### config.mk
export PLATFORM = sky130hd
export DESIGN_NAME = reaction_counter_flat
export DESIGN_NICKNAME = d
export VERILOG_FILES = /design/src/rtl/reaction_counter_if.sv /design/src/rtl/reaction_counter.sv /design/src/flat_wrapper.sv
export SDC_FILE = /design/constraint.sdc
export NUM_CORES = 1
export LEC_CHECK = 0
export ABC_AREA = 1
export BUFFER_PORTS_ARGS = -buffer_cell sky130_fd_sc_hd__buf_2
export CORE_MARGIN = 2
export CORE_UTILIZATION = 60
export DETAILED_ROUTE_END_ITERATION = 10
export GPL_TIMING_DRIVEN = 0
export PLACE_DENSITY = 0.87
export SYNTH_ARGS = -nofsm -noshare
export SYNTH_HDL_FRONTEND = slang
export SYNTH_SLANG_ARGS = --single-unit
export TNS_END_PERCENT = 1
### constraint.sdc
create_clock -name clk1k -period 3.6 [get_ports clk1k]
set_input_delay 1.08 -clock clk1k [delete_from_list [all_inputs] [get_ports clk1k]]
set_output_delay 1.08 -clock clk1k [all_outputs]
set_load 0.02 [all_outputs]
### src/rtl/reaction_counter_if.sv
// Player-facing signal bundle of the reaction timer measurement block.
// The slave side is the reaction_counter; the master side drives arm/countdown/button.
interface reaction_counter_if;
   logic        arm;
   logic        countdown_finish;
   logic        button;
   logic        led;
   logic        busy;
   logic        done;
   logic        valid;
   logic        false_start;
   logic        timeout;
   logic [13:0] result_ms;
   logic [15:0] result_bcd;
   logic [13:0] best_ms;
   logic [15:0] best_bcd;
   logic        best_valid;

   modport master (
      output arm, countdown_finish, button,
      input  led, busy, done, valid, false_start, timeout,
      input  result_ms, result_bcd, best_ms, best_bcd, best_valid
   );

   modport slave (
      input  arm, countdown_finish, button,
      output led, busy, done, valid, false_start, timeout,
      output result_ms, result_bcd, best_ms, best_bcd, best_valid
   );
endinterface

### src/rtl/reaction_counter.sv
// Reaction-time measurement: waits for countdown_finish, lights the LED, counts 1 ms ticks
// until a button press. Optional best-time tracking enabled by REACTION_BEST_TIME_EN.
module reaction_counter #(
   parameter int unsigned TIMEOUT_MS = 2000
) (
   input logic               clk1k,
   input logic               reset,
   reaction_counter_if.slave bus
);

   localparam logic [13:0] TimeoutCnt = 14'(TIMEOUT_MS);

   typedef enum logic [1:0] {StIdle, StArmed, StTiming, StDone} state_e;

   state_e      state_q, state_d;
   logic        s1_q, s2_q, s3_q;
   logic        press;
   logic [13:0] count_q, count_d;
   logic [15:0] bcd_q, bcd_d;
   logic [13:0] result_ms_q, result_ms_d;
   logic [15:0] result_bcd_q, result_bcd_d;
   logic        false_start_q, false_start_d;
   logic        timeout_q, timeout_d;
   logic        done_q, done_d;

   function automatic logic [15:0] bcd_inc(input logic [15:0] v);
      logic [15:0] r;
      logic        carry;
      r     = v;
      carry = 1'b1;
      for (int i = 0; i < 4; i++) begin
         if (carry) begin
            if (r[4*i +: 4] == 4'd9) begin
               r[4*i +: 4] = 4'd0;
            end else begin
               r[4*i +: 4] = r[4*i +: 4] + 4'd1;
               carry       = 1'b0;
            end
         end
      end
      return r;
   endfunction

   // s3 trails s2 so a held button yields exactly one press
   assign press = s2_q & ~s3_q;

   always_ff @(posedge clk1k or posedge reset) begin
      if (reset) begin
         state_q       <= StIdle;
         s1_q          <= 1'b0;
         s2_q          <= 1'b0;
         s3_q          <= 1'b0;
         count_q       <= '0;
         bcd_q         <= '0;
         result_ms_q   <= '0;
         result_bcd_q  <= '0;
         false_start_q <= 1'b0;
         timeout_q     <= 1'b0;
         done_q        <= 1'b0;
      end else begin
         state_q       <= state_d;
         s1_q          <= bus.button;
         s2_q          <= s1_q;
         s3_q          <= s2_q;
         count_q       <= count_d;
         bcd_q         <= bcd_d;
         result_ms_q   <= result_ms_d;
         result_bcd_q  <= result_bcd_d;
         false_start_q <= false_start_d;
         timeout_q     <= timeout_d;
         done_q        <= done_d;
      end
   end

   always_comb begin
      state_d       = state_q;
      count_d       = count_q;
      bcd_d         = bcd_q;
      result_ms_d   = result_ms_q;
      result_bcd_d  = result_bcd_q;
      false_start_d = false_start_q;
      timeout_d     = timeout_q;
      done_d        = 1'b0;
      case (state_q)
         StIdle, StDone: begin
            if (bus.arm) begin
               state_d       = StArmed;
               count_d       = '0;
               bcd_d         = '0;
               result_ms_d   = '0;
               result_bcd_d  = '0;
               false_start_d = 1'b0;
               timeout_d     = 1'b0;
            end
         end
         StArmed: begin
            // press beats a simultaneous countdown_finish
            if (press) begin
               state_d       = StDone;
               false_start_d = 1'b1;
               result_ms_d   = '0;
               result_bcd_d  = '0;
               done_d        = 1'b1;
            end else if (bus.countdown_finish) begin
               state_d = StTiming;
               count_d = '0;
               bcd_d   = '0;
            end
         end
         StTiming: begin
            if (press || count_q == TimeoutCnt) begin
               state_d      = StDone;
               result_ms_d  = count_q;
               result_bcd_d = bcd_q;
               timeout_d    = ~press;
               done_d       = 1'b1;
            end else begin
               count_d = count_q + 14'd1;
               bcd_d   = bcd_inc(bcd_q);
            end
         end
         default: state_d = StIdle;
      endcase
   end

   assign bus.led         = (state_q == StTiming);
   assign bus.busy        = (state_q == StArmed) || (state_q == StTiming);
   assign bus.done        = done_q;
   assign bus.valid       = (state_q == StDone);
   assign bus.false_start = false_start_q;
   assign bus.timeout     = timeout_q;
   assign bus.result_ms   = result_ms_q;
   assign bus.result_bcd  = result_bcd_q;

`ifdef REACTION_BEST_TIME_EN
   logic [13:0] best_ms_q;
   logic [15:0] best_bcd_q;
   logic        best_valid_q;

   // Compares the latched result the cycle after done; ties keep the older best
   always_ff @(posedge clk1k or posedge reset) begin
      if (reset) begin
         best_ms_q    <= '0;
         best_bcd_q   <= '0;
         best_valid_q <= 1'b0;
      end else if (done_q && !false_start_q && !timeout_q &&
                   (!best_valid_q || result_ms_q < best_ms_q)) begin
         best_ms_q    <= result_ms_q;
         best_bcd_q   <= result_bcd_q;
         best_valid_q <= 1'b1;
      end
   end

   assign bus.best_ms    = best_ms_q;
   assign bus.best_bcd   = best_bcd_q;
   assign bus.best_valid = best_valid_q;
`else
   assign bus.best_ms    = '0;
   assign bus.best_bcd   = '0;
   assign bus.best_valid = 1'b0;
`endif

endmodule

### src/flat_wrapper.sv
// flat-port wrapper written by rule: the top's interface ports become plain ports
module reaction_counter_flat 
#(
   parameter int unsigned TIMEOUT_MS = 2000
)
  (clk1k, reset, bus_arm, bus_countdown_finish, bus_button, bus_led, bus_busy, bus_done, bus_valid, bus_false_start, bus_timeout, bus_result_ms, bus_result_bcd, bus_best_ms, bus_best_bcd, bus_best_valid);
  reaction_counter_if bus_i ();
  input logic clk1k;
  input logic reset;
  input wire logic [$bits(bus_i.arm)-1:0] bus_arm;
  input wire logic [$bits(bus_i.countdown_finish)-1:0] bus_countdown_finish;
  input wire logic [$bits(bus_i.button)-1:0] bus_button;
  output wire logic [$bits(bus_i.led)-1:0] bus_led;
  output wire logic [$bits(bus_i.busy)-1:0] bus_busy;
  output wire logic [$bits(bus_i.done)-1:0] bus_done;
  output wire logic [$bits(bus_i.valid)-1:0] bus_valid;
  output wire logic [$bits(bus_i.false_start)-1:0] bus_false_start;
  output wire logic [$bits(bus_i.timeout)-1:0] bus_timeout;
  output wire logic [$bits(bus_i.result_ms)-1:0] bus_result_ms;
  output wire logic [$bits(bus_i.result_bcd)-1:0] bus_result_bcd;
  output wire logic [$bits(bus_i.best_ms)-1:0] bus_best_ms;
  output wire logic [$bits(bus_i.best_bcd)-1:0] bus_best_bcd;
  output wire logic [$bits(bus_i.best_valid)-1:0] bus_best_valid;
  assign bus_i.arm = bus_arm;
  assign bus_i.countdown_finish = bus_countdown_finish;
  assign bus_i.button = bus_button;
  assign bus_led = bus_i.led;
  assign bus_busy = bus_i.busy;
  assign bus_done = bus_i.done;
  assign bus_valid = bus_i.valid;
  assign bus_false_start = bus_i.false_start;
  assign bus_timeout = bus_i.timeout;
  assign bus_result_ms = bus_i.result_ms;
  assign bus_result_bcd = bus_i.result_bcd;
  assign bus_best_ms = bus_i.best_ms;
  assign bus_best_bcd = bus_i.best_bcd;
  assign bus_best_valid = bus_i.best_valid;
  reaction_counter #(.TIMEOUT_MS(TIMEOUT_MS)) u_core (.clk1k(clk1k), .reset(reset), .bus(bus_i));
endmodule
# Word level (Yosys, flattened, before mapping)
# Cells that the tools add are included.
[word_totals]
regBits = 68
in_bits = 5
output_inout_bits = 67
word_cells = 101
[op_classes]
n_addsub = 5
n_eq_ne = 18
muxes = 47
n_bitwise = 3
n_reduce_logical = 14
[op_table]
columns = ["operator", "count"]
rows = [
  ["2-to-1 mux 16 bit", 6],
  ["one-hot mux 16 bit (3 select lines)", 2],
  ["2-to-1 mux 14 bit", 6],
  ["one-hot mux 14 bit (3 select lines)", 2],
  ["2-to-1 mux 4 bit", 7],
  ["adder 4 x 1 -> 4 bit, second input constant", 4],
  ["equality test 4 bit, second input constant", 4],
  ["2-to-1 mux 1 bit", 16],
  ["AND reduction 5 bit", 3],
  ["adder 14 x 1 -> 14 bit, second input constant", 1],
  ["equality test 14 x 11 -> 1 bit, second input constant", 1],
  ["AND reduction 3 bit", 4],
  ["inequality test 2 x 1 -> 1 bit, second input constant", 5],
  ["2-to-1 mux 2 bit", 4],
  ["inequality test 2 bit, second input constant", 4],
  ["one-hot mux 1 bit (2 select lines)", 3],
  ["one-hot mux 2 bit (3 select lines)", 1],
  ["equality test 2 bit, second input constant", 2],
  ["AND reduction 4 bit", 1],
  ["nonzero test 2 bit", 2],
  ["inequality test 3 x 2 -> 1 bit, second input constant", 1],
  ["equality test 2 x 1 -> 1 bit, second input constant", 1],
  ["zero test 2 bit", 1],
  ["logical OR 1 bit", 2],
  ["3 further kinds", 4],
]

# Logic depth before layout (Yosys ltp)
# Gate-level depths: netlist of the first run.
[depth]
ltp_word = 14
ltp_mapped = 11
ltp_nobuf = 11

# Worst setup path after synthesis of the first run
# OpenSTA, ideal clock, no wires.
[synth_path]
kind = "input to register"
from = "input port bus_arm"
to = "register u_core.bcd_q[10]"
setup_ps = 121
t_arrival_ps = 1954
t_required_ps = 3479
setup_slack_ps = 1525
path_stages = 9
path_buffers = 0
path_cell_list = "inv_1 nand2_2 nand2_2 nor2_4 nand2_2 nor2_4 nand2_2 nand2_1 o21ai_1"
[synth_via]
elab_chain_len = 2
[synth_rtl]
columns = ["item", "line_no", "text"]
rows = [
  ["start, declared", "flat_wrapper.sv:10", "input wire logic [$bits(bus_i.arm)-1:0] bus_arm;"],
  ["inequality test 2 bit (no source line)", "--", ""],
  ["AND reduction 5 bit (no source line)", "--", ""],
  ["end signal, assigned", "reaction_counter.sv:54", "bcd_q <= '0;"],
  ["end signal, assigned", "reaction_counter.sv:66", "bcd_q <= bcd_d;"],
  ["end, declared", "reaction_counter.sv:19", "logic [15:0] bcd_q, bcd_d;"],
]
# Every way passes these cells.
# A chain may end at the register's enable or synchronous reset.

# Worst setup path after layout of the first run
[layout_path]
from = "register u_core.state_q[0]"
to = "output port bus_busy"
[layout_via]
elab_chain_len = 2
elab_cells_between_ends = 3
cone_classes = "eq/ne: 2; reduce/logical: 1"
[layout_rtl]
columns = ["item", "line_no", "text"]
rows = [
  ["start, declared", "reaction_counter.sv:15", "state_e state_q, state_d;"],
  ["start signal, assigned", "reaction_counter.sv:49", "state_q <= StIdle;"],
  ["start signal, assigned", "reaction_counter.sv:61", "state_q <= state_d;"],
  ["equality test 2 x 1 -> 1 bit or equality test 2 bit (tied branches)", "reaction_counter.sv:127", "assign bus.busy = (state_q == StArmed) || (state_q == StTiming);"],
  ["logical OR 1 bit (*)", "reaction_counter.sv:127", ""],
  ["end, declared", "flat_wrapper.sv:14", "output wire logic [$bits(bus_i.busy)-1:0] bus_busy;"],
]
# Every way passes the cells marked *; elsewhere a longest branch is shown, timed or not.

==> impl_metrics.yaml, run 1 <==
power_and_ir_drop:
  power_frac_seq_pct: 32.3
  sw_frac_of_total_pct: 44.62
  power_switching_uw: 1299
  peakVddDrop_mv: 0.4782
  powerDensity_nw_per_um2: 635.8
  combPwrFrac_pct: 45.9
  power.leakage_uw: 0.002319
  power_uw: 2912
  p_int_uw: 1613
  clkPwrFrac_pct: 21.9
worst_setup_path:
  r2r_cells: 10
  crit_fanout: 5
  start_kind: "flip-flop"
  cp_num_buf_inv: 3
  cpPeakStageDelay_ns: 0.40
  r2r_slack_ns: 1.60
  r2r-end: "u_core.bcd_q[9]"
  cpMostUsedCell: "inv_1"
  startpoint: "u_core.state_q[0]"
  cp-end-kind: "primary output"
  crit_family: "flip-flops"
  critical_path_class: "reg2out"
  crit_arrival_ns: 1.43
  critical_path_required_ns: 2.52
  cp-endpoint: "bus_busy"
  cp_cell_sequence: "inv_1 > ha_1 > inv_1 > buf_2"
  crit-reg2reg-launch: "u_core.state_q[0]"
  critical_path.slowest_cell: "dfrtp_1"
  critical_path_depth: 4
logic_synthesis:
  synth_top_family_by_area: "simple AND/OR/NAND/NOR gates"
  synth_top_area_share_pct: 43.08
  synth_area_leaders: "dfrtp_1 (43%), nand2_1 (14%), o21ai_2 (6.7%)"
  synth_commonest_cells: "nand2_1 (150), dfrtp_1 (68), buf_4 (31)"
  synth.area.mux_share_pct: 0
  synth_compound_area_share_pct: 10.83
  yosysMostFrequentCell: "nand2_1"
  synth-xor-area-share_pct: 1.774
  syn_area_per_cell_um2: 8.351
  synth_area_leader_cell: "dfrtp_1"
  synth_edf_count: 0
  netlist_instances: 473
  syn_area_um2: 3950
  synth-main-ff-cell: "dfrtp_1"
  synthAdderAreaFrac_pct: 4.118
  ys_types: 35
  async_reset_ff_share_pct: 100.0
  yosys_warnings: 0
  ys_ff_latch: 68
  ys_seq_area_share_pct: 43.08
  yosys.area_share.simple_pct: 27.84
die:
  die_w_um: 85.14
  dieHeight_um: 85.14
  row_count: 29
  dieArea_um2: 7249
  initial_core_util_pct: 62.21
  pin_count: 72
  core-area_um2: 6350
timing:
  max_freq_mhz: 398.3
  finalHoldViolCount: 0
  setup_tns_ns: 0
  slew_headroom_pct: 54.24
  finalCriticalPeriod_ns: 2.511
  setup_viol: 0
  finalCritPeriodShare_pct: 69.75
  holdWs_ns: 0.3503
  worst_pin_slew_ns: 0.6854
  fin_skew_ns: 0.009892
  slew_violations: 0
  rsz0062_at_grt: "no"
clock_tree:
  clk_latency_ns: 0.35
  clock_sinks: 68
  cts_buffers: 9
  hold_buffers: 0
  clockBufferDepth: 2
  htree_num_levels: 3
  cts_resized: 0
  postCtsSetupRepairBufs: 0
  cts_root_buffer: "clkbuf_8"
  clkSlewWorstSetupHoldPaths_ns: 0.08
  cts_tree: "done"
routing:
  wl_um: 8002
  viasPerCell: 5.168
  wl_met1_um: 3615
  drt_first_pass_iters: 7
  via_count: 3292
  detail-route-antenna-nets: 0
  highest_layer: "met4"
  drt_iter0_markers: 242
  met2WireLength_um: 3693
  drcViolationCount: 0
  wl_per_cell_um: 12.56
  wl_met3_um: 533
global_route:
  grt_first_pass_wirelength_um: 13650
  grt_start_max_net_pins: 37
  grt_pass1_vias: 3026
  overflow: 0
  track_usage_pct: 23.31
  grt_antenna_before_repair: 0
layout:
  syn2layout_area_growth_pct: 15.96
  drive_gt1_share_pct: 28.39
  final_core_util_pct: 72.14
  nNetsFinal: 573
  antenna_cells: 0
  finish.instance_area_um2: 4581
placed_design:
  place_area_um2: 4379
  hpwl_um: 5789
  place.port_buffers: 40
  gp_congestion: 0.8346
flow_run:
  cap_violations: 0
worst_hold_path:
  hold_path.class: "reg2reg"
  holdPathStages: 0
status:
  status: "completed"
==> worst min path at each step <==
stage                      from           to  slack [ns]
floorplan           u_core.s1_q  u_core.s2_q        0.33
global placement    u_core.s1_q  u_core.s2_q        0.33
detailed placement  u_core.s1_q  u_core.s2_q        0.34
CTS                 u_core.s1_q  u_core.s2_q        0.35
global route        u_core.s1_q  u_core.s2_q        0.36
finish              u_core.s1_q  u_core.s2_q        0.35
==> power groups by stage <==
| stage | combinational (uW) | sequential [uW] | clock [uW] |
|---|---|---|---|
| after floorplan | 1010 | 964 | 0 |
| after global placement | 1290 | 943 | 0 |
| after detailed placement | 1340 | 950 | 0 |
| after CTS | 1340 | 937 | 643 |
| after global routing | 1460 | 953 | 677 |
| final | 1340 | 939 | 637 |
==> stage by stage <==
step                worst slack (ns)  cells
floorplan                     0.8085    503
global placement             0.04071    620
detailed placement             1.267    621
CTS                            1.074    637
global route                   1.019    637
finish                         1.089    637
==> flip-flops by register name (all words and copies together) (netlist names) <==
signal / cells
u_core.s2_q: 1
u_core.s1_q: 1
u_core.state_q: 2
u_core.count_q: 14
u_core.bus.result_bcd: 16
u_core.bus.timeout: 1
u_core.bus.result_ms: 14
u_core.bus.false_start: 1
u_core.bcd_q: 16
u_core.bus.done: 1
u_core.s3_q: 1
==> kinds of logic after synthesis <==
family | after synthesis
AO/OA/AOI/OAI | 60
flip-flops | 68
XOR/XNOR | 8
adder cells (fa/ha/maj) | 13
AND/OR/NAND/NOR | 246
buffers and inverters | 77
other | 1
==> layout make-up <==
type / count / area (um^2)
plain buffers: 48 / 375.4
clock buffers: 10 / 137.6
clock inverters: 6 / 63.81
fillers: 481 / 1769
inverters: 29 / 108.9
multi-input cells: 358 / 1877
flip-flops and latches: 68 / 1702
well taps: 77 / 96.34
repair buffers: 41 / 220.2
==> metal layers <==
layer / track usage (%) / up-vias
met2: 37.64 / 135
li1: - / 1631
met5: 0 / -
met3: 4.767 / 19
met1: 31.30 / 1507
met4: 8.369 / 0
==> cells in the final DEF, fill, tap and decap left out, types with 3 or more instances in the layout <==
cell      count
inv_2         5
o21ai_1      18
o21ai_0       5
nor2_1       29
inv_1        24
nand3_1      21
nand2_1     150
buf_2        43
dfrtp_1      68
xor2_1        6
ha_1         13
conb_1       31
buf_6        10
nand4_1      17
nand2_2       7
nor3_1        3
buf_4        31
o21ai_2      30
clkbuf_1      3
clkbuf_8     10
or2_2         6
(Power assumes the default switching activity.)
==> inputs of run 2 (changes only) <==
- ABC_AREA: 1 -> 0
- CORE_UTILIZATION: 60 -> 50
- PLACE_DENSITY: 0.87 -> 0.78
- clock period: 3.6 -> 2.1 ns (I/O delays scaled with it)
==> run 2 against run 1 <==
  * Clock skew rose by 0.0011 ns
  * Die area is 11% higher
  * Sequential power increased by 74%
==> impl_metrics.yaml, run 2 <==
status:
  status: "completed"
layout:
  final_cell_mix: "dfrtp_1 (67), buf_2 (45), o21ai_1 (41), buf_4 (40), nand2_1 (40)"
  drive_gt1_share_pct: 30.33
  mostFrequentLayoutCell: "dfrtp_1"
  nNetsFinal: 491
  syn2layout_area_growth_pct: 23.18
  nFillCells: 574
  multi_input_comb_area_um2: 1765
  final_core_util_pct: 63.19
  regArea_um2: 1703
  antenna_cells: 0
  final_cells: 577
  finish.instance_area_um2: 4534
logic_synthesis:
  synth-xor-area-share_pct: 1.428
  synth_compound_area_share_pct: 22.47
  synth.area.mux_share_pct: 0.6118
  yosysMostFrequentCell: "dfrtp_1"
  synth_top_family_by_area: "compound AO/OA/AOI/OAI gates"
  synth_top_area_share_pct: 46.23
  yosys_warnings: 0
  ys_types: 45
  async_reset_ff_share_pct: 100.0
  syn_area_um2: 3681
  synth_area_leader_cell: "dfrtp_1"
  netlist_instances: 385
  synth_area_leaders: "dfrtp_1 (46%), buf_4 (6.7%), o21ai_1 (5.4%)"
  synth_edf_count: 0
  ys_ff_latch: 68
  synth_commonest_cells: "dfrtp_1 (68), nand2_1 (40), o21ai_1 (40)"
  synthAdderAreaFrac_pct: 4.419
  synth-main-ff-cell: "dfrtp_1"
  ys_seq_area_share_pct: 46.23
  syn_area_per_cell_um2: 9.561
  yosys.area_share.simple_pct: 13.56
worst_setup_path:
  cpPeakStageDelay_ns: 0.39
  r2r_cells: 8
  r2r_slack_ns: 0.03
  critical_path_required_ns: 2.37
  crit_arrival_ns: 2.34
  cp-end-kind: "flip-flop"
  critical_path.slowest_cell: "dfrtp_1"
  cp_cell_sequence: "inv_2 > ha_2 > nor4b_4 > a41oi_2 > o21a_2 > or2_4 > buf_8 > o31ai_2"
  r2r-end: "u_core.bus.result_bcd[13]"
  critical_path_class: "reg2reg"
  cp-endpoint: "u_core.bus.result_bcd[13]"
  crit-reg2reg-launch: "u_core.count_q[0]"
  start_kind: "flip-flop"
  startpoint: "u_core.count_q[0]"
  crit_fanout: 10
clock_tree:
  cts_buffers: 9
  clockBufferDepth: 2
  clk_latency_ns: 0.36
  hold_buffers: 0
  cts_root_buffer: "clkbuf_8"
  cts_tree: "done"
  clock_sinks: 68
  clkSlewWorstSetupHoldPaths_ns: 0.07
  htree_num_levels: 3
timing:
  finalHoldViolCount: 0
  fin_skew_ns: 0.01101
  setup_tns_ns: 0
  setup_viol: 0
  max_freq_mhz: 483.5
  rsz0062_at_grt: "yes"
  finalCriticalPeriod_ns: 2.068
  finalCritPeriodShare_pct: 98.48
  holdWs_ns: 0.3609
  slew_headroom_pct: 45.01
  worst_pin_slew_ns: 0.8231
  slew_violations: 0
die:
  dieHeight_um: 89.80
  row_count: 31
  dieArea_um2: 8064
  core-area_um2: 7176
  pin_count: 72
  initial_core_util_pct: 51.30
  die_w_um: 89.80
global_route:
  overflow: 0
  grt_antenna_before_repair: 0
  grt_most_used_layer: "met2"
  grt_use_met2_pct: 34.41
  grt_pass1_vias: 2975
  grt_first_pass_wirelength_um: 14280
  grt_start_max_net_pins: 39
  track_usage_pct: 21.99
  grt_use_met3_pct: 6.287
  grtUsageMet1_pct: 29.61
placed_design:
  hpwl_um: 5886
  place_area_um2: 4141
  place.port_buffers: 40
  gp_congestion: 0.8701
  dp_cells: 555
power_and_ir_drop:
  power_frac_seq_pct: 29.7
  powerDensity_nw_per_um2: 1206
  power_switching_uw: 2376
  combPwrFrac_pct: 47.1
  peakVddDrop_mv: 1.029
  p_int_uw: 3092
  sw_frac_of_total_pct: 43.45
  power.leakage_uw: 0.002207
  clkPwrFrac_pct: 23.1
worst_hold_path:
  hp-start: "u_core.s1_q"
  hold_path.class: "reg2reg"
  holdPathStages: 0
flow_run:
  cap_violations: 0
routing:
  drt_iter0_markers: 271
  drt_first_pass_iters: 4
  detail-route-antenna-nets: 0
  via_count: 3069
  drcViolationCount: 0
  wl_um: 8347
  viasPerCell: 5.319
  wl_per_cell_um: 14.47
## run 2: changes by cell type after synthesis, sizes merged, moves of 8 or more
cell	before	now
nand2	159	40
o21ai	53	76
and3	0	8
nor2	33	18
inv	29	17
nand3	23	7
o31ai	1	13
clkbuf	3	13
nand4	17	1
## run 2: final cells by class
class                           instances  share of cell area (%)
Buffer                                 53                   8.113
Clock buffer                           11                   3.339
Clock inverter                          5                   1.821
Inverter                               17                   1.490
Multi-Input combinational cell        276                   38.93
Sequential cell                        68                   37.56
Tap cell                               99                   2.732
Timing Repair Buffer                   48                   6.015
## run 2: worst min path at each step
| stage | endpoint | slack (ns) |
|---|---|---|
| final | u_core.s2_q | 0.36 |
| after global routing | u_core.s1_q | 0.36 |
| after CTS | u_core.s2_q | 0.36 |
| after detailed placement | u_core.s2_q | 0.35 |
| after global placement | u_core.s2_q | 0.34 |
| after floorplan | u_core.s2_q | 0.33 |
## run 2: power groups by stage
stage | combinational [uW] | sequential [uW] | clock [uW]
after floorplan | 1560 | 1680 | 0
after global placement | 2140 | 1630 | 0
after detailed placement | 2200 | 1650 | 0
after CTS | 2390 | 1620 | 1290
after global routing | 2830 | 1650 | 1330
final | 2580 | 1630 | 1270
## run 2: per-stage QoR
step           power (uW)  worst slack, ns
4_1_cts              5297         -0.01582
6_report             5468          0.03195
2_1_floorplan        3245          0.01977
3_5_place_dp         3841          -0.2894
5_1_grt              5809         -0.05762
3_3_place_gp         3778          -0.2036
## run 2: worst max-delay path, delay by kind of cell, from the launching register on
family                   cells  cell delay, ns
adder cells (fa/ha/maj)      1            0.17
buffers and inverters        2            0.23
AO/OA/AOI/OAI                3            0.65
flip-flops                   1            0.39
AND/OR/NAND/NOR              2            0.53
## run 2: repair_timing
| item | in CTS | in global routing |
|---|---|---|
| buffers inserted | 1 | 6 |
| pin swaps | 2 | 5 |
| gates resized for setup | 19 | 22 |
| endpoints found under the setup margin | 62 | 58 |
## run 2: cells by family after synthesis
group / after synthesis
AO/OA/AOI/OAI: 125
XOR/XNOR: 6
adder cells (fa/ha/maj): 13
buffers and inverters: 71
flip-flops: 68
multiplexers: 2
other: 1
AND/OR/NAND/NOR: 99
## run 2: routing by layer
layer / vias up / share of wire (%)
met4: 0 / 1.2
met2: 110 / 47
li1: 1473 / -
met1: 1477 / 45
met5: - / 0
met3: 9 / 7.1
